<file path="src/rtl/keypad_scanner.sv">
// keypad_scanner: column-scanning matrix keypad controller.
//
// One active-low column is driven at a time. The active-low row lines are
// synchronized and sampled once per column dwell. A single-row sample must
// repeat DEBOUNCE times before the key is accepted. An accepted key is
// reported by a one-cycle key_valid pulse. key_held stays high until an
// all-idle sample is seen.
//
// Optional feature: define KEYPAD_TYPEMATIC_EN to enable auto-repeat while a
// key is held. The first repeat comes REPEAT_DLY samples after the accept,
// and later repeats come every REPEAT_PER samples. Without the macro, exactly
// one pulse is produced per press and the repeat parameters are ignored.

module keypad_scanner #(
    parameter int ROWS       = 4,
    parameter int COLS       = 4,
    parameter int SCAN_DIV   = 1000,
    parameter int DEBOUNCE   = 4,
    parameter int REPEAT_DLY = 64,
    parameter int REPEAT_PER = 16,
    localparam int KW        = $clog2(ROWS * COLS)
) (
    input  logic            clk,
    input  logic            reset,
    input  logic [ROWS-1:0] row,
    output logic [COLS-1:0] col,
    output logic [KW-1:0]   key_code,
    output logic            key_valid,
    output logic            key_held,
    output logic            multi_key
);

    localparam int CW = $clog2(COLS);
    localparam int RW = $clog2(ROWS);
    localparam int DW = $clog2(SCAN_DIV);

    localparam logic [1:0] ST_SCAN     = 2'd0;
    localparam logic [1:0] ST_DEBOUNCE = 2'd1;
    localparam logic [1:0] ST_HELD     = 2'd2;

    logic [ROWS-1:0] row_meta;
    logic [ROWS-1:0] row_sync;
    logic [DW-1:0]   div_cnt;
    logic            sample_tick;
    logic [CW-1:0]   col_idx;
    logic [CW-1:0]   col_next;
    logic [1:0]      state;
    logic [3:0]      match_cnt;
    logic [3:0]      match_next;
    logic [RW-1:0]   cap_row;
    logic [3:0]      low_cnt;
    logic [RW-1:0]   low_idx;
    logic            is_idle;
    logic            is_single;
    logic            is_multi;
    logic [KW-1:0]   new_code;

`ifdef KEYPAD_TYPEMATIC_EN
    localparam int REP_MAX = (REPEAT_DLY > REPEAT_PER) ? REPEAT_DLY : REPEAT_PER;
    localparam int RPW     = $clog2(REP_MAX + 1);

    logic [RPW-1:0] rep_cnt;
    logic [RPW-1:0] rep_next;
    logic           rep_first;
    logic           rep_hit;
`endif

    // Two-flop synchronizer on the asynchronous row lines; idle is all ones
    always_ff @(posedge clk) begin
        if (reset) begin
            row_meta <= '1;
            row_sync <= '1;
        end else begin
            row_meta <= row;
            row_sync <= row_meta;
        end
    end

    // Free-running dwell counter; its terminal count marks the sampling point
    always_ff @(posedge clk) begin
        if (reset) begin
            div_cnt <= '0;
        end else if (sample_tick) begin
            div_cnt <= '0;
        end else begin
            div_cnt <= div_cnt + DW'(1);
        end
    end

    assign sample_tick = (div_cnt == DW'(SCAN_DIV - 1));

    // Count low rows in the synchronized sample and remember which row was low
    always_comb begin
        low_cnt = 4'd0;
        low_idx = '0;
        for (int i = 0; i < ROWS; i++) begin
            if (!row_sync[i]) begin
                low_cnt = low_cnt + 4'd1;
                low_idx = RW'(i);
            end
        end
    end

    assign is_idle   = (low_cnt == 4'd0);
    assign is_single = (low_cnt == 4'd1);
    assign is_multi  = (low_cnt >= 4'd2);

    // Next column index with wrap from the last column back to zero
    always_comb begin
        if (col_idx == CW'(COLS - 1)) begin
            col_next = '0;
        end else begin
            col_next = col_idx + CW'(1);
        end
    end

    // Key code of the key at the current column and the low row
    always_comb begin
        new_code = KW'(int'(col_idx) * ROWS + int'(low_idx));
    end

    assign match_next = match_cnt + 4'd1;

    // Drive exactly one column low, selected by the column index
    always_comb begin
        col          = '1;
        col[col_idx] = 1'b0;
    end

`ifdef KEYPAD_TYPEMATIC_EN
    // Repeat timing: the first interval uses the initial delay, later ones the period
    always_comb begin
        rep_next = rep_cnt + RPW'(1);
        if (rep_first) begin
            rep_hit = (rep_next == RPW'(REPEAT_DLY));
        end else begin
            rep_hit = (rep_next == RPW'(REPEAT_PER));
        end
    end
`endif

    // Scan / debounce / held state machine with the key_valid, key_code and multi_key registers
    always_ff @(posedge clk) begin
        if (reset) begin
            state     <= ST_SCAN;
            col_idx   <= '0;
            match_cnt <= 4'd0;
            cap_row   <= '0;
            key_code  <= '0;
            key_valid <= 1'b0;
            multi_key <= 1'b0;
`ifdef KEYPAD_TYPEMATIC_EN
            rep_cnt   <= '0;
            rep_first <= 1'b1;
`endif
        end else begin
            key_valid <= 1'b0;
            if (sample_tick) begin
                multi_key <= is_multi;
                case (state)
                    ST_SCAN: begin
                        if (is_single) begin
                            cap_row   <= low_idx;
                            match_cnt <= 4'd1;
                            if (DEBOUNCE == 1) begin
                                key_code  <= new_code;
                                key_valid <= 1'b1;
                                state     <= ST_HELD;
`ifdef KEYPAD_TYPEMATIC_EN
                                rep_cnt   <= '0;
                                rep_first <= 1'b1;
`endif
                            end else begin
                                state <= ST_DEBOUNCE;
                            end
                        end else begin
                            col_idx <= col_next;
                        end
                    end

                    ST_DEBOUNCE: begin
                        if (is_single && (low_idx == cap_row)) begin
                            match_cnt <= match_next;
                            if (match_next == 4'(DEBOUNCE)) begin
                                key_code  <= new_code;
                                key_valid <= 1'b1;
                                state     <= ST_HELD;
`ifdef KEYPAD_TYPEMATIC_EN
                                rep_cnt   <= '0;
                                rep_first <= 1'b1;
`endif
                            end
                        end else begin
                            state   <= ST_SCAN;
                            col_idx <= col_next;
                        end
                    end

                    ST_HELD: begin
                        if (is_idle) begin
                            state   <= ST_SCAN;
                            col_idx <= col_next;
                        end else begin
`ifdef KEYPAD_TYPEMATIC_EN
                            if (rep_hit) begin
                                key_valid <= 1'b1;
                                rep_cnt   <= '0;
                                rep_first <= 1'b0;
                            end else begin
                                rep_cnt <= rep_next;
                            end
`endif
                        end
                    end

                    default: begin
                        state <= ST_SCAN;
                    end
                endcase
            end
        end
    end

    assign key_held = (state == ST_HELD);

endmodule

</file>
<file path="config.mk">
export PLATFORM = sky130hd
export DESIGN_NAME = keypad_scanner
export DESIGN_NICKNAME = d
export VERILOG_FILES = /design/src/rtl/keypad_scanner.sv
export SDC_FILE = /design/constraint.sdc
export NUM_CORES = 1
export LEC_CHECK = 0
export CAP_MARGIN = 10
export CELL_PAD_IN_SITES_DETAIL_PLACEMENT = 0
export CELL_PAD_IN_SITES_GLOBAL_PLACEMENT = 1
export CORE_MARGIN = 8
export CORE_UTILIZATION = 45
export CTS_BUF_LIST = sky130_fd_sc_hd__clkbuf_4 sky130_fd_sc_hd__clkbuf_8
export DETAILED_ROUTE_END_ITERATION = 10
export GPL_TIMING_DRIVEN = 0
export PLACE_DENSITY_LB_ADDON = 0.1
export SLEW_MARGIN = 30
export SYNTH_ARGS = -nofsm -noshare
export SYNTH_HDL_FRONTEND = slang
export SYNTH_SLANG_ARGS = --single-unit
</file>
<file path="constraint.sdc">
create_clock -name clk -period 3.4 [get_ports clk]
set_clock_uncertainty 0.05 [all_clocks]
set_input_delay 0.34 -clock clk [delete_from_list [all_inputs] [get_ports clk]]
set_output_delay 0.34 -clock clk [all_outputs]
set_load 0.01 [all_outputs]
</file>
==> qor.txt <==
Outcome -> complete, no violations
Placed cell areas -> 0.00199 mm2
Largest voltage drop on the vdd net -> 0.253 mV
Yosys reg bits -> 34
Post-layout nets -> 235
Finish-stage setup viols -> 0
GPL Wtd Cong -> 0.855
Number of buffers inserted by hold repair at cts -> 0
Via count of the first global-routing pass -> 1416
FFs w/ async S/R, synth -> 0%
Power Dens Cells -> 401 mW/mm2
Port Buf Inserts -> 15
Required time of the critical path -> 3.56 ns
Total count of max-transition violations in the final report -> 0
Pin count of the biggest net entering global routing -> 12
Inserted Clock Buffers -> 5
Critical path data arrival time -> 3.32 ns
Leak Pwr -> 0.778 nW
Layout cell share with drive strength beyond 1 -> 12.7%
Synthesized instance count -> 198
Total instance count after detailed placement -> 263
Total Wirelength -> 3.72 mm
Vias per Instance -> 5.37
Sequential share of the synthesized area -> 38.4%
Initial detailed-routing violation count -> 59
Storage element area -> 681 um2
Critical R2R Launch -> row_sync[1]
Worst hold path endpoint -> row_sync[0]
Ports placed on the boundary -> 17
Number of flops mapped to enable cells by yosys -> 0
Max H-tree Level -> 2
Clock latency on the worst-skew pair -> 0.29 ns
Most used DFF post-synth -> sky130_fd_sc_hd__dfxtp_1
Maximum root-to-sink buffer count -> 2
Post-CTS Setup Repair Bufs -> 0
Post-route DRC -> 0
Number of cell instances on the worst register-to-register path -> 9
Reported max-cap violation count -> 0
DIE AREA -> 0.00620 mm2
Number of placement rows -> 23
Root Buffer -> sky130_fd_sc_hd__clkbuf_8
Number of iterations in the first detailed-routing pass -> 4
Hold Path Cell Cnt -> 2
Wire length per cell -> 13.7 um
Fmax -> 317 MHz
Fill cell total of the finished layout -> 367
Clock tree from TritonCTS -> yes
Unrepaired setup endpoints after global routing -> no
Cell area after layout -> 0.00209 mm2
Initial antenna violation count -> 0
WS Path Type -> reg2reg
Type of element launching the critical path -> register
Sum of internal, switching and leakage power -> 0.839 mW
Total congestion overflow after global routing -> 0
Gr usage total -> 13.5%
Total number of vias -> 1454
Reg-to-reg slack, setup -> 0.24 ns
Relative area change from synthesis to final layout -> 18.1%
Post-Synthesis Net Count -> 213
Startpoint of the worst hold path -> reset
Hold/Removal Path Class -> in2reg
Worst Tran Pin Value -> 0.628 ns
Wire length of the first global-routing pass -> 6.71 mm
Final TNS setup -> 0 ns
Post-CTS Resized -> 0
Most repeated library cell on the critical path -> sky130_fd_sc_hd__ha_1
Number of unique standard cell types used by synthesis -> 48
Share of the clock period used by the worst path after layout -> 92.9%
Final hold vios -> 0
Yosys synthesis warning count -> 0
Die Ht -> 78.8 um
Crit Reg-Reg Endpoint -> col_idx[1]
Finished Layout Cells -> 271
CTS clock-pin slew for the worst setup and hold paths -> 0.07 ns
Kind of end point of the critical path -> register
Starting density of the core -> 45.6%
Min Tclk post-route -> 3.16 ns
Number of nets with antenna violations after detailed routing -> 0
Crit-path slowest cell -> sky130_fd_sc_hd__a211oi_1
Clock sink total -> 34
Number of antenna cells inserted -> 0
Sum of net half-perimeters after detailed placement -> 2.76 mm
Critical Path Max Stage Delay -> 0.50 ns
Worst rel slew slack -> 57.8%
Average size of a mapped cell -> 8.95 um2
Cells along the critical path -> inv_1 > ha_1 > xnor2_1 > ha_1 > or3_1 > a22oi_1 > o31ai_1 > a211oi_1 > mux2i_1
Die Wd -> 78.8 um
Area of the multi-input gates -> 983 um2
Largest fanout on the critical path -> 5
Core ar. -> 0.00388 mm2
Mapped Area -> 0.00177 mm2
-- through the flow --
| step | hold WS, ns | setup slack [ns] | utilization (%) |
|---|---|---|---|
| floorplan | 0.339 | 0.603 | - |
| global placement | 0.343 | 0.346 | 51.1 |
| detailed placement | 0.348 | 0.289 | 51.1 |
| CTS | 0.222 | 0.235 | 53.9 |
| global route | 0.235 | 0.0116 | 53.9 |
| finish | 0.234 | 0.243 | 53.9 |
-- layer usage --
metal  wire length (um)  vias up  GRT usage [%]
li1                   -      752              -
met1               1740      675           16.4
met2               1780       20           21.2
met3                139        7           4.63
met4                 63        0           6.11
met5                  0        -              0
-- power breakdown --
part | switching [mW] | internal, mW
logic | 0.0352 | 0.0297
clock network | 0.149 | 0.216
registers | 0.00478 | 0.406
-- critical path: cells and delay by family, from the launching register on --
family | cells | cell delay (ns)
AO/OA/AOI/OAI | 3 | 1.04
adder cells (fa/ha/maj) | 2 | 0.63
flip-flops | 1 | 0.41
AND/OR/NAND/NOR | 1 | 0.37
XOR/XNOR | 1 | 0.27
multiplexers | 1 | 0.25
buffers and inverters | 1 | 0.07
-- flip-flops by register name (all words and copies together) (netlist names) --
register	cells
cap_row	2
col_idx	2
div_cnt	10
key_code	4
key_valid	1
match_cnt	4
multi_key	1
row_meta	4
row_sync	4
state	2
-- placed cells by master (no fill, tap or decap), types with 3 or more instances in the layout --
cell,synthesis,routed
sky130_fd_sc_hd__a211oi_1,3,3
sky130_fd_sc_hd__nor2_1,16,16
sky130_fd_sc_hd__or3_1,4,4
sky130_fd_sc_hd__o21ai_0,10,10
sky130_fd_sc_hd__a21oi_1,10,10
sky130_fd_sc_hd__nor2b_1,3,3
sky130_fd_sc_hd__nand4b_1,3,3
sky130_fd_sc_hd__ha_1,9,9
sky130_fd_sc_hd__a31oi_1,3,3
sky130_fd_sc_hd__nand2b_1,5,5
sky130_fd_sc_hd__buf_6,4,4
sky130_fd_sc_hd__nand2_1,7,7
sky130_fd_sc_hd__nand3_1,9,9
sky130_fd_sc_hd__or2_2,8,8
sky130_fd_sc_hd__mux2i_1,4,4
sky130_fd_sc_hd__dfxtp_1,34,34
sky130_fd_sc_hd__clkbuf_8,0,5
sky130_fd_sc_hd__xnor2_1,3,3
sky130_fd_sc_hd__nor4_1,3,3
sky130_fd_sc_hd__clkdlybuf4s50_1,0,15
sky130_fd_sc_hd__inv_1,13,13
sky130_fd_sc_hd__nor3_1,11,11
sky130_fd_sc_hd__xor2_1,5,5
-- cells by family (layout without fill, tap and decap cells) --
logic type	Yosys count	in the layout	synth area share, %
and+or+nand+nor	81	81	25.7
AOI/OAI and AO/OA	41	41	15.9
DFF	34	34	38.4
buffers and inverters	20	43	6.14
adders and majority gates	9	9	6.35
xor gates and xnor gates	9	9	5.29
muxes	4	4	2.26
-- area by class of cell --
class | instances | area share, %
repair buffers | 15 | 7.17
well taps | 50 | 2.99
plain buffers | 7 | 2.87
flip-flops and latches | 34 | 32.5
clock inverters | 3 | 1.91
inverters | 13 | 2.33
clock buffers | 5 | 3.29
multi-input cells | 144 | 47.0
-- worst max-delay path by stage --
stage,start,endpoint,slack [ns],cells after the start
2_1_floorplan,row_sync[1],match_cnt[0],0.60,9
3_3_place_gp,row_sync[1],match_cnt[0],0.35,9
3_5_place_dp,row_sync[1],col_idx[1],0.29,9
4_1_cts,row_sync[1],col_idx[1],0.24,9
5_1_grt,row_sync[1],col_idx[1],0.01,9
6_report,row_sync[1],col_idx[1],0.24,9
-- synthesized netlist by cell type, drive strengths merged (3+ instances only) --
master	instances	area, um2
dfxtp	34	681
nor2	16	60.1
inv	13	48.8
nor3	11	55.1
a21oi	10	50.1
o21ai	10	50.1
ha	9	113
nand3	9	45.0
or2	8	50.1
nand2	7	26.3
buf	5	52.6
nand2b	5	31.3
or3	5	32.5
xor2	5	43.8
mux2i	4	40.0
a211oi	3	22.5
a31oi	3	18.8
nand4	3	25.0
nand4b	3	26.3
nor2b	3	18.8
nor4	3	18.8
xnor2	3	26.3
No activity file was read; power rests on OpenSTA's default activity.
